--- src/rtl/lib_pipe_pkg.sv ---
// Shared latency math for the staged-chain register inserter and its aligner.
package lib_pipe_pkg;

  localparam int ERR_CNT_W = 16;

  // Number of pipeline registers the inserter places along the chain.
  function automatic int ff_num(input int stage_num, input int ff_step);
    return stage_num / ff_step - 1;
  endfunction

  // Registers seen between the chain input and tap i.
  function automatic int tap_lat(input int i, input int ff_step, input int ff_num_v);
    int l;
    l = (i + 1) / ff_step;
    return (l < ff_num_v) ? l : ff_num_v;
  endfunction

endpackage

--- src/rtl/lib_delay_line.sv ---
// Fixed-depth delay for one tap: async-reset valid bits, free-running data stages.
module lib_delay_line #(
  parameter int WIDTH = 8,
  parameter int DEPTH = 1
) (
  input  logic             clk,
  input  logic             rstn,
  input  logic [WIDTH-1:0] data_i,
  input  logic             vld_i,
  output logic [WIDTH-1:0] data_o,
  output logic             vld_o
);

  if (DEPTH == 0) begin : g_wire
    logic unused_clk_rst;
    assign unused_clk_rst = clk ^ rstn;
    assign data_o = data_i;
    assign vld_o  = vld_i;
  end else begin : g_regs
    logic [WIDTH-1:0] data_q [DEPTH];
    logic [DEPTH-1:0] vld_q;

    always_ff @(posedge clk or negedge rstn) begin
      if (!rstn) begin
        vld_q <= '0;
      end else begin
        vld_q[0] <= vld_i;
        for (int k = 1; k < DEPTH; k++) vld_q[k] <= vld_q[k-1];
      end
    end

    // Data is only meaningful alongside its valid, so it carries no reset.
    always_ff @(posedge clk) begin
      data_q[0] <= data_i;
      for (int k = 1; k < DEPTH; k++) data_q[k] <= data_q[k-1];
    end

    assign data_o = data_q[DEPTH-1];
    assign vld_o  = vld_q[DEPTH-1];
  end

endmodule

--- src/rtl/lib_pipe_align.sv ---
// Re-aligns staged-chain taps to the deepest tap and flags incoherent valids.
// Optional mismatch counter enabled by defining LIB_PIPE_ALIGN_ERR_CNT_EN.
module lib_pipe_align
  import lib_pipe_pkg::*;
#(
  parameter int WIDTH     = 8,
  parameter int STAGE_NUM = 8,
  parameter int FF_STEP   = 4
) (
  input  logic                 clk,
  input  logic                 rstn,
  input  logic [WIDTH-1:0]     data_i [STAGE_NUM-1],
  input  logic [STAGE_NUM-2:0] vld_i,
  output logic [WIDTH-1:0]     data_o [STAGE_NUM-1],
  output logic [STAGE_NUM-2:0] vld_o,
  output logic                 all_vld_o,
  input  logic                 err_clr_i,
  output logic                 err_o
`ifdef LIB_PIPE_ALIGN_ERR_CNT_EN
  ,
  output logic [ERR_CNT_W-1:0] err_cnt_o
`endif
);

  localparam int FF_NUM = ff_num(STAGE_NUM, FF_STEP);

  if (FF_STEP > STAGE_NUM - 1) begin : g_chk_step
    $fatal(1, "lib_pipe_align: FF_STEP exceeds the number of taps");
  end
  if (FF_NUM < 0) begin : g_chk_ffnum
    $fatal(1, "lib_pipe_align: negative register count");
  end

  // Shallow taps wait for the deepest one.
  for (genvar i = 0; i < STAGE_NUM - 1; i++) begin : g_tap
    localparam int D = FF_NUM - tap_lat(i, FF_STEP, FF_NUM);
    lib_delay_line #(
      .WIDTH (WIDTH),
      .DEPTH (D)
    ) u_dl (
      .clk    (clk),
      .rstn   (rstn),
      .data_i (data_i[i]),
      .vld_i  (vld_i[i]),
      .data_o (data_o[i]),
      .vld_o  (vld_o[i])
    );
  end

  logic mismatch;
  logic err_q, err_d;

  assign all_vld_o = &vld_o;
  assign mismatch  = (|vld_o) & ~(&vld_o);
  assign err_d     = mismatch | (err_q & ~err_clr_i);

  always_ff @(posedge clk or negedge rstn) begin
    if (!rstn) err_q <= 1'b0;
    else       err_q <= err_d;
  end

  assign err_o = err_q;

`ifdef LIB_PIPE_ALIGN_ERR_CNT_EN
  logic [ERR_CNT_W-1:0] cnt_q, cnt_d;

  // A mismatch in the clearing cycle still counts, so the counter restarts at 1.
  always_comb begin
    cnt_d = cnt_q;
    if (err_clr_i)
      cnt_d = {{(ERR_CNT_W-1){1'b0}}, mismatch};
    else if (mismatch && (cnt_q != {ERR_CNT_W{1'b1}}))
      cnt_d = cnt_q + ERR_CNT_W'(1);
  end

  always_ff @(posedge clk or negedge rstn) begin
    if (!rstn) cnt_q <= '0;
    else       cnt_q <= cnt_d;
  end

  assign err_cnt_o = cnt_q;
`endif

endmodule

--- config.mk ---
export PLATFORM = sky130hd
export DESIGN_NAME = lib_pipe_align
export DESIGN_NICKNAME = d
export VERILOG_FILES = /design/src/rtl/lib_pipe_pkg.sv /design/src/rtl/lib_delay_line.sv /design/src/rtl/lib_pipe_align.sv
export SDC_FILE = /design/constraint.sdc
export NUM_CORES = 1
export LEC_CHECK = 0
export ABC_AREA = 1
export CORE_ASPECT_RATIO = 0.5
export CORE_MARGIN = 2
export CORE_UTILIZATION = 24
export CTS_CLUSTER_DIAMETER = 60
export DETAILED_ROUTE_END_ITERATION = 8
export PLACE_DENSITY = 0.84
export SYNTH_ARGS = -nofsm -noshare
export SYNTH_HDL_FRONTEND = slang
export SYNTH_SLANG_ARGS = --single-unit
export TNS_END_PERCENT = 20
--- constraint.sdc ---
create_clock -name clk -period 1.05 [get_ports clk]
set_input_delay 0.315 -clock clk [delete_from_list [all_inputs] [get_ports clk]]
set_output_delay 0.315 -clock clk [all_outputs]
set_load 0.01 [all_outputs]
# Word level (Yosys, flattened, before mapping)
# Memory sizes are Yosys's and may differ from the RTL's.
# Index checks and enable logic that the tools add are counted.
[classes]
addsub = 0
n_mul = 0
div = 0
order_cmp = 0
n_eq_ne = 0
shift = 0
mux = 0
n_bitwise = 5
reduce_logical = 2
[op_table]
columns = ["op", "count"]
rows = [
  ["AND reduction 7 bit", 1],
  ["OR reduction 7 bit", 1],
  ["AND 1 bit", 2],
  ["inverter 1 bit", 2],
  ["OR 1 bit", 1],
]
[totals]
register_bits = 4
latch_bits = 0
ram_bits = 24
mem_bits_ro = 0
mem_count = 3
[memory_table]
columns = ["name", "words", "width", "rd", "rd_ports_with_merged_regs", "write_ports", "line_no", "rtl"]
rows = [
  ["g_tap[0].u_dl.g_regs.data_q", 1, 8, 1, 0, 1, "lib_delay_line.sv:20", "logic [WIDTH-1:0] data_q [DEPTH];"],
  ["g_tap[1].u_dl.g_regs.data_q", 1, 8, 1, 0, 1, "lib_delay_line.sv:20", ""],
  ["g_tap[2].u_dl.g_regs.data_q", 1, 8, 1, 0, 1, "lib_delay_line.sv:20", ""],
]

# Depth between registers and ports, before layout
# Gate-level depths: netlist of run 1.
[depth]
depth_word = 4
ltp_mapped = 5

# Modules after synthesis
# A second synthesis of run 1 with hierarchy kept.
[unflattened]
hier_cells = 81
hier_area_um2 = 922.1
[by_module_without_submodules]
columns = ["mod", "n_inst", "cells_each", "area_each_um2", "seq_area_each_um2"]
rows = [
  ["lib_delay_line (g_tap[0].u_dl ...)", 3, 9, 185.2, 185.2],
  ["lib_delay_line (g_tap[3].u_dl ...)", 4, 9, 67.6, 0.0],
  ["lib_pipe_align", 1, 18, 96.3, 25.0],
]

# Worst setup path before layout of run 1
# Ideal clock, no wire load.
[synth_timing]
path_type = "reg-to-output"
from = "register g_tap[0].u_dl.g_regs.vld_q"
to = "output all_vld_o"
arrival_ns = 0.639
slack_ns = 0.096
path_stages_with_launch = 5
path_cell_list = "dfrtp_1 -> nand2_1 -> nor2_1 -> nand2_1 -> inv_1"
[synth_via]
elab_chain_len = 1
[synth_rtl]
columns = ["item", "line_no", "rtl"]
rows = [
  ["from (decl)", "lib_delay_line.sv:21", "logic [DEPTH-1:0] vld_q;"],
  ["AND reduction 7 bit", "lib_pipe_align.sv:53", "assign all_vld_o = &vld_o;"],
  ["to (decl)", "lib_pipe_align.sv:16", "output logic all_vld_o,"],
]
# Every way passes these cells.

# Worst setup path in the final report of run 1
[layout_timing]
from = "register g_tap[2].u_dl.g_regs.vld_q"
to = "output all_vld_o"
[layout_via]
elab_chain_len = 1
[layout_rtl]
columns = ["item", "line_no"]
rows = [
  ["from (decl)", "lib_delay_line.sv:21"],
  ["AND reduction 7 bit", "lib_pipe_align.sv:53"],
]
# Every way passes these cells.

==> run_results.csv, run 1 <==
group,metric,value,unit
status,status,"finished, violations left",
status,failed_checks,"negative setup slack",
logic_synthesis,netlist_instances,84,
logic_synthesis,synthDistinctLibCells,8,
logic_synthesis,synth_fp_nets,150,
layout,area_growth,49.0,%
sta,setup_viol,6,
layout,antenna_cells,0,
logic_synthesis,synth_seq_cells,28,
clocking,cts-hold-fix-buffers,0,
sta,fin_skew,0.317,ps
global_routing,grt_pass1_vias,726,
floorplan,die_area,4480,um^2
sta,slew_headroom,88.1,%
clocking,cts_tree,"built",
clocking,cts_made_buffers,3,
sta,holdWs,242,ps
logic_synthesis,syn_area,945,um^2
power,p_leak,0.637,nW
detailed_routing,drt_iter0_drc,4,
placed_design,io_buffer_count,66,
detailed_routing,dr.pass1.iters,4,
global_routing,track_usage,9.87,%
layout,fill_cells,390,
floorplan,std_cell_rows,16,
floorplan,start_util,24.6,%
clocking,htreeDepth,1,
floorplan,core,3840,um^2
setup_path,cp.required,730,ps
placed_design,hpwl,1770,um
clocking,path_clk_slew,80,ps
logic_synthesis,avgSynthCellArea,11.2,um^2
setup_path,worst-path-max-fanout,2,
sta,worst_slew_pin_slew,178,ps
global_routing,grt_max_degree,15,
sta,layout_setup_ws,-282,ps
setup_path,rr_startpoint,"g_tap[1].u_dl.vld_o",
detailed_routing,avgRoutedWirePerCell,11.8,um
layout,fin_nets,188,
global_routing,antenna_found_initial,0,
power,cellPowerDensity,1400,nW/um^2
layout,layout_commonest_cell,"clkdlybuf4s50_1",
clocking,max-clock-path-buffers,2,
job,max-cap-violations,0,
setup_path,regToRegSetupSlack,-20,ps
global_routing,grt_overflow,0,
sta,rsz0062_at_grt,"true",
detailed_routing,ant_nets,0,
power,ir_drop,0.000851,V
global_routing,grt_pass1_wl,3420,um
power,total_power,1.97,mW
logic_synthesis,seq_area_frac_synth,61.5,%
setup_path,worstSetupEndpointType,"output pin",
setup_path,r2r-end,"err_o",
setup_path,crit_arrival,1020,ps
detailed_routing,drt-total-wl,2060,um
setup_path,path_class,"reg -> out",
layout,final_cell_count_no_fill,174,
sta,timing.fmax,0.751,GHz
placed_design,dpl.cell_count,169,
sta,period_share,127,%
min_path,holdCritPathClass,"in -> async",
floorplan,die_h,48.4,um
logic_synthesis,yosysWarnings,0,
placed_design,place.gp.congestion,0.652,
detailed_routing,vias,612,
setup_path,cp-start-kind,"flip-flop",
layout,fin_util,36.6,%
clocking,clk_latency,260,ps
clocking,root_buffer,"clkbuf_8",
sta,final_hold_viol_count,0,
clocking,cts.sinks,28,
floorplan,die-width,92.7,um
layout,drive_gt1_share,47.5,%
sta,period_needed,1330,ps
detailed_routing,via_per_inst,3.52,
setup_path,r2r_cells,6,
detailed_routing,drcViolationCount,0,
sta,slew_violations,0,
floorplan,pin_count,131,
layout,layout_common_cells,"29 x clkdlybuf4s50_1, 19 x buf_2, 15 x buf_6",
[synthesized netlist by cell type]
cell type	n	share of area, %
o21ai_2	1	0.93
buf_4	39	31
dfxtp_1	24	51
nand2_1	7	2.8
nor2_1	5	2.0
nand2_2	1	0.66
dfrtp_1	4	11
inv_1	3	1.2
[cell families after synthesis]
family / count (synthesis) / share of synthesized area, %
DFF: 28 / 61.5
AOI/OAI and AO/OA: 1 / 0.927
and+or+nand+nor: 13 / 5.43
buffers and inverters: 42 / 32.2
[timing repair]
item                       CTS  global route
gates resized for setup    143            22
buffers inserted             4             0
setup endpoints to repair   34            24
pin swaps                    2             1
[worst max-delay path: stages (launching register included)]
cell and delay, ps:
dfrtp_1 350, nand2_1 60, nor2_2 110, nand2_1 70, inv_1 50, buf_2 120
[area by class of cell]
type | count | area (um^2) | share of cell area (%)
clock buffer | 3 | 41.3 | 2.93
inverter | 3 | 11.3 | 0.800
multi-input combinational | 14 | 65.1 | 4.62
sequential | 28 | 594 | 42.2
tap | 54 | 67.6 | 4.80
timing repair buffer | 72 | 628 | 44.6
[state kept, by name, indices dropped and copies added (netlist names)]
name,flops
g_tap.u_dl.g_regs.data_q,24
g_tap.u_dl.vld_o,3
err_o,1
[how the worst max path moves through the flow]
stage,slack [ps],startpoint,to
final,-280,g_tap[2].u_dl.vld_o,all_vld_o
after global routing,-370,g_tap[2].u_dl.vld_o,all_vld_o
after CTS,-310,g_tap[2].u_dl.vld_o,all_vld_o
after detailed placement,-930,vld_i[4],all_vld_o
after global placement,-920,vld_i[4],all_vld_o
after floorplan,100,g_tap[0].u_dl.vld_o,all_vld_o
[metrics by stage]
step           setup TNS (ps)  instance area (um^2)  setup slack, ps
2_1_floorplan               0                   945             96.1
3_3_place_gp            -6430                  1410             -921
3_5_place_dp            -6740                  1410             -935
4_1_cts                 -1210                  1340             -309
5_1_grt                 -1300                  1410             -375
6_report                 -936                  1410             -282
[power by group]
part	switching, mW	internal [mW]
Combinational	0.0907	0.190
Clock	0.288	0.256
Sequential	0.0187	1.12
[metal layers]
metal | track usage (%) | vias to the layer above | part of all wire, %
li1 | - | 286 | -
met1 | 7.43 | 265 | 25
met2 | 20.1 | 53 | 57
met3 | 5.30 | 8 | 16
met4 | 4.66 | 0 | 1.7
met5 | 0 | - | 0
(Power assumes the default switching activity.)
==> run 2: changes to the inputs <==
--- a/config.mk
+++ b/config.mk
@@ -8,11 +8,12 @@
 export ABC_AREA = 1
 export CORE_ASPECT_RATIO = 0.5
 export CORE_MARGIN = 2
-export CORE_UTILIZATION = 24
+export CORE_UTILIZATION = 23
 export CTS_CLUSTER_DIAMETER = 60
 export DETAILED_ROUTE_END_ITERATION = 8
-export PLACE_DENSITY = 0.84
+export PLACE_DENSITY = 0.82
 export SYNTH_ARGS = -nofsm -noshare
 export SYNTH_HDL_FRONTEND = slang
+export SYNTH_HIERARCHICAL = 1
 export SYNTH_SLANG_ARGS = --single-unit
 export TNS_END_PERCENT = 20
==> run_results.csv, run 2 <==
group,metric,value,unit
status,status,"finished, violations left",
status,failed_checks,"negative setup slack",
logic_synthesis,synth_fp_nets,147,
detailed_routing,drt_iter0_drc,8,
sta,period_share,127,%
logic_synthesis,avgSynthCellArea,11.4,um^2
clocking,cts_made_buffers,3,
layout,fin_nets,190,
setup_path,cpMostUsedCell,"buf_6",
detailed_routing,ant_nets,0,
setup_path,crit_buf_inv,3,
global_routing,grt_overflow,0,
floorplan,core,3880,um^2
sta,worst_slew_pin_slew,188,ps
global_routing,busiest_layer,"met2",
floorplan,std_cell_rows,16,
sta,layout_setup_ws,-281,ps
job,max-cap-violations,0,
floorplan,die_h,48.8,um
setup_path,path_class,"reg -> out",
logic_synthesis,synth_xor_xnor_area_share,0,%
global_routing,grt_pass1_wl,3460,um
logic_synthesis,synth_top_family_by_area,"buffers and inverters",
placed_design,io_buffer_count,66,
power,total_power,2.04,mW
global_routing,track_usage,10.1,%
power,p_sw,0.404,mW
layout,area_growth,52.4,%
sta,setup_viol,6,
global_routing,grt_pass1_vias,643,
logic_synthesis,yosysWarnings,6,
setup_path,crit_path_max_incr_delay,400,ps
detailed_routing,avgRoutedWirePerCell,14.0,um
global_routing,grt_use_met1,6.99,%
power,swShare,19.8,%
detailed_routing,via_per_inst,3.56,
logic_synthesis,synth_compound_gate_area_share,0.950,%
setup_path,worstSetupEndpointType,"output pin",
logic_synthesis,synthFlopType,"dfxtp_1",
clocking,cts.sinks,28,
setup_path,crit_chain,"buf_4, buf_6, buf_6",
logic_synthesis,synthArstFlopShare,14.3,%
logic_synthesis,seq_area_frac_synth,63.0,%
clocking,htreeDepth,1,
global_routing,met2_usage,21.0,%
placed_design,hpwl,2090,um
global_routing,use_met3,6.03,%
floorplan,pin_count,131,
layout,largest-register,"g_tap.u_dl/g_regs.data_q",
floorplan,die-width,93.5,um
setup_path,cp-start-kind,"flip-flop",
sta,rsz0062_at_grt,"true",
logic_synthesis,synthDistinctLibCells,8,
sta,timing.fmax,0.751,GHz
global_routing,grt_max_degree,16,
clocking,max-clock-path-buffers,2,
logic_synthesis,synth_area_leaders,"dfxtp_1 52%, buf_4 29%, dfrtp_1 11%",
setup_path,critPathTopFamily,"flip-flops",
layout,layout_commonest_cell,"clkdlybuf4s50_1",
detailed_routing,drcViolationCount,0,
logic_synthesis,yosysMostFrequentCell,"buf_4",
sta,fin_skew,0.556,ps
global_routing,antenna_found_initial,0,
detailed_routing,vias,631,
placed_design,place.gp.congestion,0.722,
placed_design,dpl_cell_area,1420,um^2
placed_design,detailedPlace.worstSlack,-891,ps
power,clockPowerShare,30.9,%
setup_path,worst-path-max-fanout,2,
logic_synthesis,synth_seq_cells,28,
layout,largest_reg_flops,24,
logic_synthesis,netlist_instances,81,
sta,holdWs,244,ps
sta,slew_violations,0,
logic_synthesis,muxShareOfSynthArea,0,%
setup_path,crit_slowest_cell,"dfrtp_1",
logic_synthesis,synth_commonest_cells,"36 x buf_4, 24 x dfxtp_1, 7 x nand2_1",
sta,fin_setup_tns,-1090,ps
clocking,clk_latency,260,ps
clocking,root_buffer,"clkbuf_8",
power,p_int,1.63,mW
power,p_comb_share,13.4,%
floorplan,die_area,4560,um^2
clocking,path_clk_slew,90,ps
floorplan,start_util,23.7,%
detailed_routing,dr.pass1.iters,2,
layout,layout_common_cells,"29 x clkdlybuf4s50_1, 25 x buf_2, 20 x dfxtp_1",
layout,drive_gt1_share,46.3,%
logic_synthesis,syn_area,922,um^2
setup_path,cp.required,730,ps
min_path,holdCritPathClass,"in -> async",
layout,design_area,1410,um^2
logic_synthesis,synth-simple-area-share,5.56,%
sta,final_hold_viol_count,0,
power,ir_drop,0.00102,V
sta,period_needed,1330,ps
power,p_leak,0.645,nW
power,cellPowerDensity,1450,nW/um^2
layout,antenna_cells,0,
detailed_routing,drt-total-wl,2480,um
logic_synthesis,synthAdderAreaFrac,0,%
setup_path,crit_arrival,1020,ps
logic_synthesis,synth-edff-count,0,
logic_synthesis,yosysTopAreaCellShare,52.1,%
power,power_frac_seq,55.7,%
clocking,cts_tree,"built",
logic_synthesis,yosys.area.top_type,"dfxtp_1",
sta,slew_headroom,87.4,%
[run 2: cell types whose count changed after synthesis]
cell   change
buf_4      -3
[run 2: worst paths after layout]
kind                                                          end  depth (start not counted)  slack [ps]                start
worst max-delay path                                     vld_o[2]                          3        -280  g_tap[2].u_dl/vld_o
worst min-delay path                          g_tap[2].u_dl/vld_o                          1         240                 rstn
worst max register to register                              err_o                          8        -120  g_tap[1].u_dl/vld_o
worst min register to register                              err_o                          2         530                err_o
max in group asynchronous                     g_tap[1].u_dl/vld_o                          1         640                 rstn
min in group clk                g_tap[0].u_dl/g_regs.data_q[0][2]                          1         480           data_i[50]
[run 2: cells by family (layout without fill, tap and decap cells)]
group,Yosys count,in the layout
simple gates,13,13
buf+inv,39,81
compound gates,1,1
flops,28,28
[run 2: layout make-up]
type                    instances  area, um^2
flip-flops and latches         28         586
repair buffers                 74         616
well taps                      54        67.6
fillers                       413        2480
clock buffers                   4        55.1
multi-input cells              14        70.1
inverters                       3        11.3
[run 2: through the flow]
step                      std cells  utilization, %
after global routing            177            36.2
after global placement          170            36.5
final                           177            36.2
after detailed placement        170            36.5
after CTS                       177            34.9
after floorplan                  81               -
[run 2: power groups by stage]
stage               Sequential [mW]  Combinational (mW)  Clock, mW
floorplan                      1.19               0.155          0
detailed placement             1.16               0.312          0
finish                         1.14               0.274      0.630
global route                   1.14               0.293      0.701
global placement               1.16               0.306          0
CTS                            1.13               0.261      0.673
[run 2: layer usage]
metal  share of wire (%)  vias to the layer above
met5                   0                        -
li1                    -                      290
met3                  15                        8
met2                  58                       53
met4                 2.5                        0
met1                  25                      280
[run 2: timing repair]
action,in CTS,in global routing
setup buffers,3,3
endpoints found under the setup margin,34,20
resized for setup,143,18
pin swaps,3,6
hold buffers,0,0
==> run 3: changes to the inputs <==
--- a/config.mk
+++ b/config.mk
@@ -11,7 +11,9 @@
 export CORE_UTILIZATION = 23
 export CTS_CLUSTER_DIAMETER = 60
 export DETAILED_ROUTE_END_ITERATION = 8
+export HOLD_SLACK_MARGIN = 0.1
 export PLACE_DENSITY = 0.82
+export SETUP_SLACK_MARGIN = 0.02
 export SYNTH_ARGS = -nofsm -noshare
 export SYNTH_HDL_FRONTEND = slang
 export SYNTH_HIERARCHICAL = 1
==> run_results.csv, run 3 (synthesis gave the netlist of run 2 again) <==
group,metric,value,unit
status,status,"finished, violations left",
status,failed_checks,"negative setup slack",
sta,slew_headroom,87.5,%
sta,period_share,128,%
floorplan,std_cell_rows,16,
sta,slew_violations,0,
layout,multi_input_area,60.1,um^2
layout,largest_reg_flops,24,
sta,holdWs,243,ps
global_routing,grt_overflow,0,
setup_path,worst-path-max-fanout,2,
detailed_routing,via_per_inst,3.53,
min_path,holdCritPathClass,"in -> async",
detailed_routing,avgRoutedWirePerCell,14.4,um
layout,fin_nets,187,
detailed_routing,ant_nets,0,
setup_path,worstSetupEndpointType,"output pin",
placed_design,detailedPlace.worstSlack,-933,ps
sta,setup_viol,5,
power,ir_drop,0.00110,V
setup_path,cp.required,730,ps
detailed_routing,dr.pass1.iters,4,
power,power_frac_seq,57.7,%
setup_path,path_class,"reg -> out",
layout,area_growth,50.7,%
floorplan,core,3880,um^2
layout,largest-register,"g_tap.u_dl/g_regs.data_q",
clocking,post-cts-setup-buffer-count,0,
clocking,max-clock-path-buffers,2,
clocking,root_buffer,"clkbuf_8",
clocking,htreeDepth,1,
sta,timing.fmax,0.743,GHz
layout,seq_area,589,um^2
sta,fin_setup_tns,-818,ps
setup_path,cp-start-kind,"flip-flop",
sta,fin_skew,2.14,ps
global_routing,grt_max_degree,16,
clocking,cts.sinks,28,
layout,layout_commonest_cell,"clkdlybuf4s50_1",
detailed_routing,drt-total-wl,2510,um
global_routing,antenna_found_initial,0,
global_routing,track_usage,10.5,%
clocking,path_clk_slew,90,ps
power,p_sw,0.396,mW
power,clockPowerShare,28.4,%
job,max-cap-violations,0,
detailed_routing,vias,614,
layout,fin_util,35.8,%
power,swShare,20.1,%
floorplan,die-width,93.5,um
global_routing,grt_pass1_vias,699,
layout,drive_gt1_share,43.3,%
floorplan,die_area,4560,um^2
clocking,cts_tree,"built",
sta,rsz0062_at_grt,"true",
power,p_comb_share,13.9,%
clocking,clk_latency,260,ps
placed_design,place.gp.congestion,0.720,
floorplan,die_h,48.8,um
layout,layout_common_cells,"29 x clkdlybuf4s50_1, 21 x buf_2, 17 x dfxtp_1",
floorplan,pin_count,131,
layout,antenna_cells,0,
power,cellPowerDensity,1420,nW/um^2
sta,layout_setup_ws,-295,ps
layout,fill_cells,406,
placed_design,io_buffer_count,66,
sta,period_needed,1350,ps
detailed_routing,drt_iter0_drc,1,
power,p_leak,0.628,nW
floorplan,start_util,23.7,%
layout,design_area,1390,um^2
detailed_routing,drcViolationCount,0,
sta,worst_slew_pin_slew,187,ps
setup_path,crit_arrival,1030,ps
global_routing,grt_pass1_wl,3670,um
placed_design,dpl_cell_area,1420,um^2
power,p_int,1.58,mW
clocking,cts_made_buffers,3,
sta,final_hold_viol_count,0,
==> run 3: cell types whose count changed in the layout (fill, tap and decap cells not counted) <==
cell,before,now
nand2_1,6,7
clkbuf_8,4,3
nand2_2,2,1
nor2_2,3,0
buf_4,5,3
dfxtp_1,20,17
clkbuf_1,0,1
dfxtp_2,4,7
dlygate4sd2_1,2,0
buf_2,25,21
nor2_1,2,5
clkdlybuf4s15_1,1,3
buf_6,12,15
==> run 3: routing by layer <==
layer	GRT usage [%]	vias to the layer above	share of wire, %	wire length (um)
li1	-	286	-	-
met1	8.12	265	23	564
met2	21.7	57	58	1450
met3	5.87	6	18	459
met4	3.38	0	1.2	31
met5	0	-	0	0
==> run 3: timing repair <==
action,4_1_cts,5_1_grt
hold buffers,0,0
pin swaps,3,0
gates resized for setup,153,10
endpoints found under the setup margin,34,32
==> run 3: power by group through the flow <==
stage          clock (mW)  combinational [mW]  sequential (mW)
4_1_cts             0.602               0.269             1.14
5_1_grt             0.655               0.294             1.14
3_3_place_gp            0               0.306             1.16
2_1_floorplan           0               0.155             1.19
3_5_place_dp            0               0.312             1.16
6_report            0.560               0.273             1.14
==> run 3: critical path, cell delays in order, from the launching register on <==
cell and delay, ps:
dfrtp_1 370, nand2_1 60, nor2_1 90, nand2_1 90, inv_2 60, buf_6 90
==> run 3: area by class of cell <==
cell class / instances / share of cell area [%]
inverter: 3 / 0.810
timing repair buffer: 71 / 44.4
multi-input combinational: 14 / 4.32
sequential: 28 / 42.4
tap: 54 / 4.86
clock buffer: 4 / 3.24
==> run 3: worst paths after layout <==
kind | startpoint | depth (start not counted) | endpoint | slack (ps)
min | rstn | 1 | g_tap[1].u_dl/vld_o | 240
min in group clk | vld_i[6] | 6 | err_o | 480
max reg2reg | g_tap[0].u_dl/vld_o | 5 | err_o | 80
max | g_tap[0].u_dl/vld_o | 5 | all_vld_o | -300
min reg2reg | err_o | 2 | err_o | 520
max in group asynchronous | rstn | 1 | err_o | 640
==> run 3: through the flow <==
stage | power [mW] | instances
CTS | 2.01 | 174
finish | 1.97 | 174
global placement | 1.46 | 170
detailed placement | 1.47 | 170
global route | 2.09 | 174
floorplan | 1.34 | 81
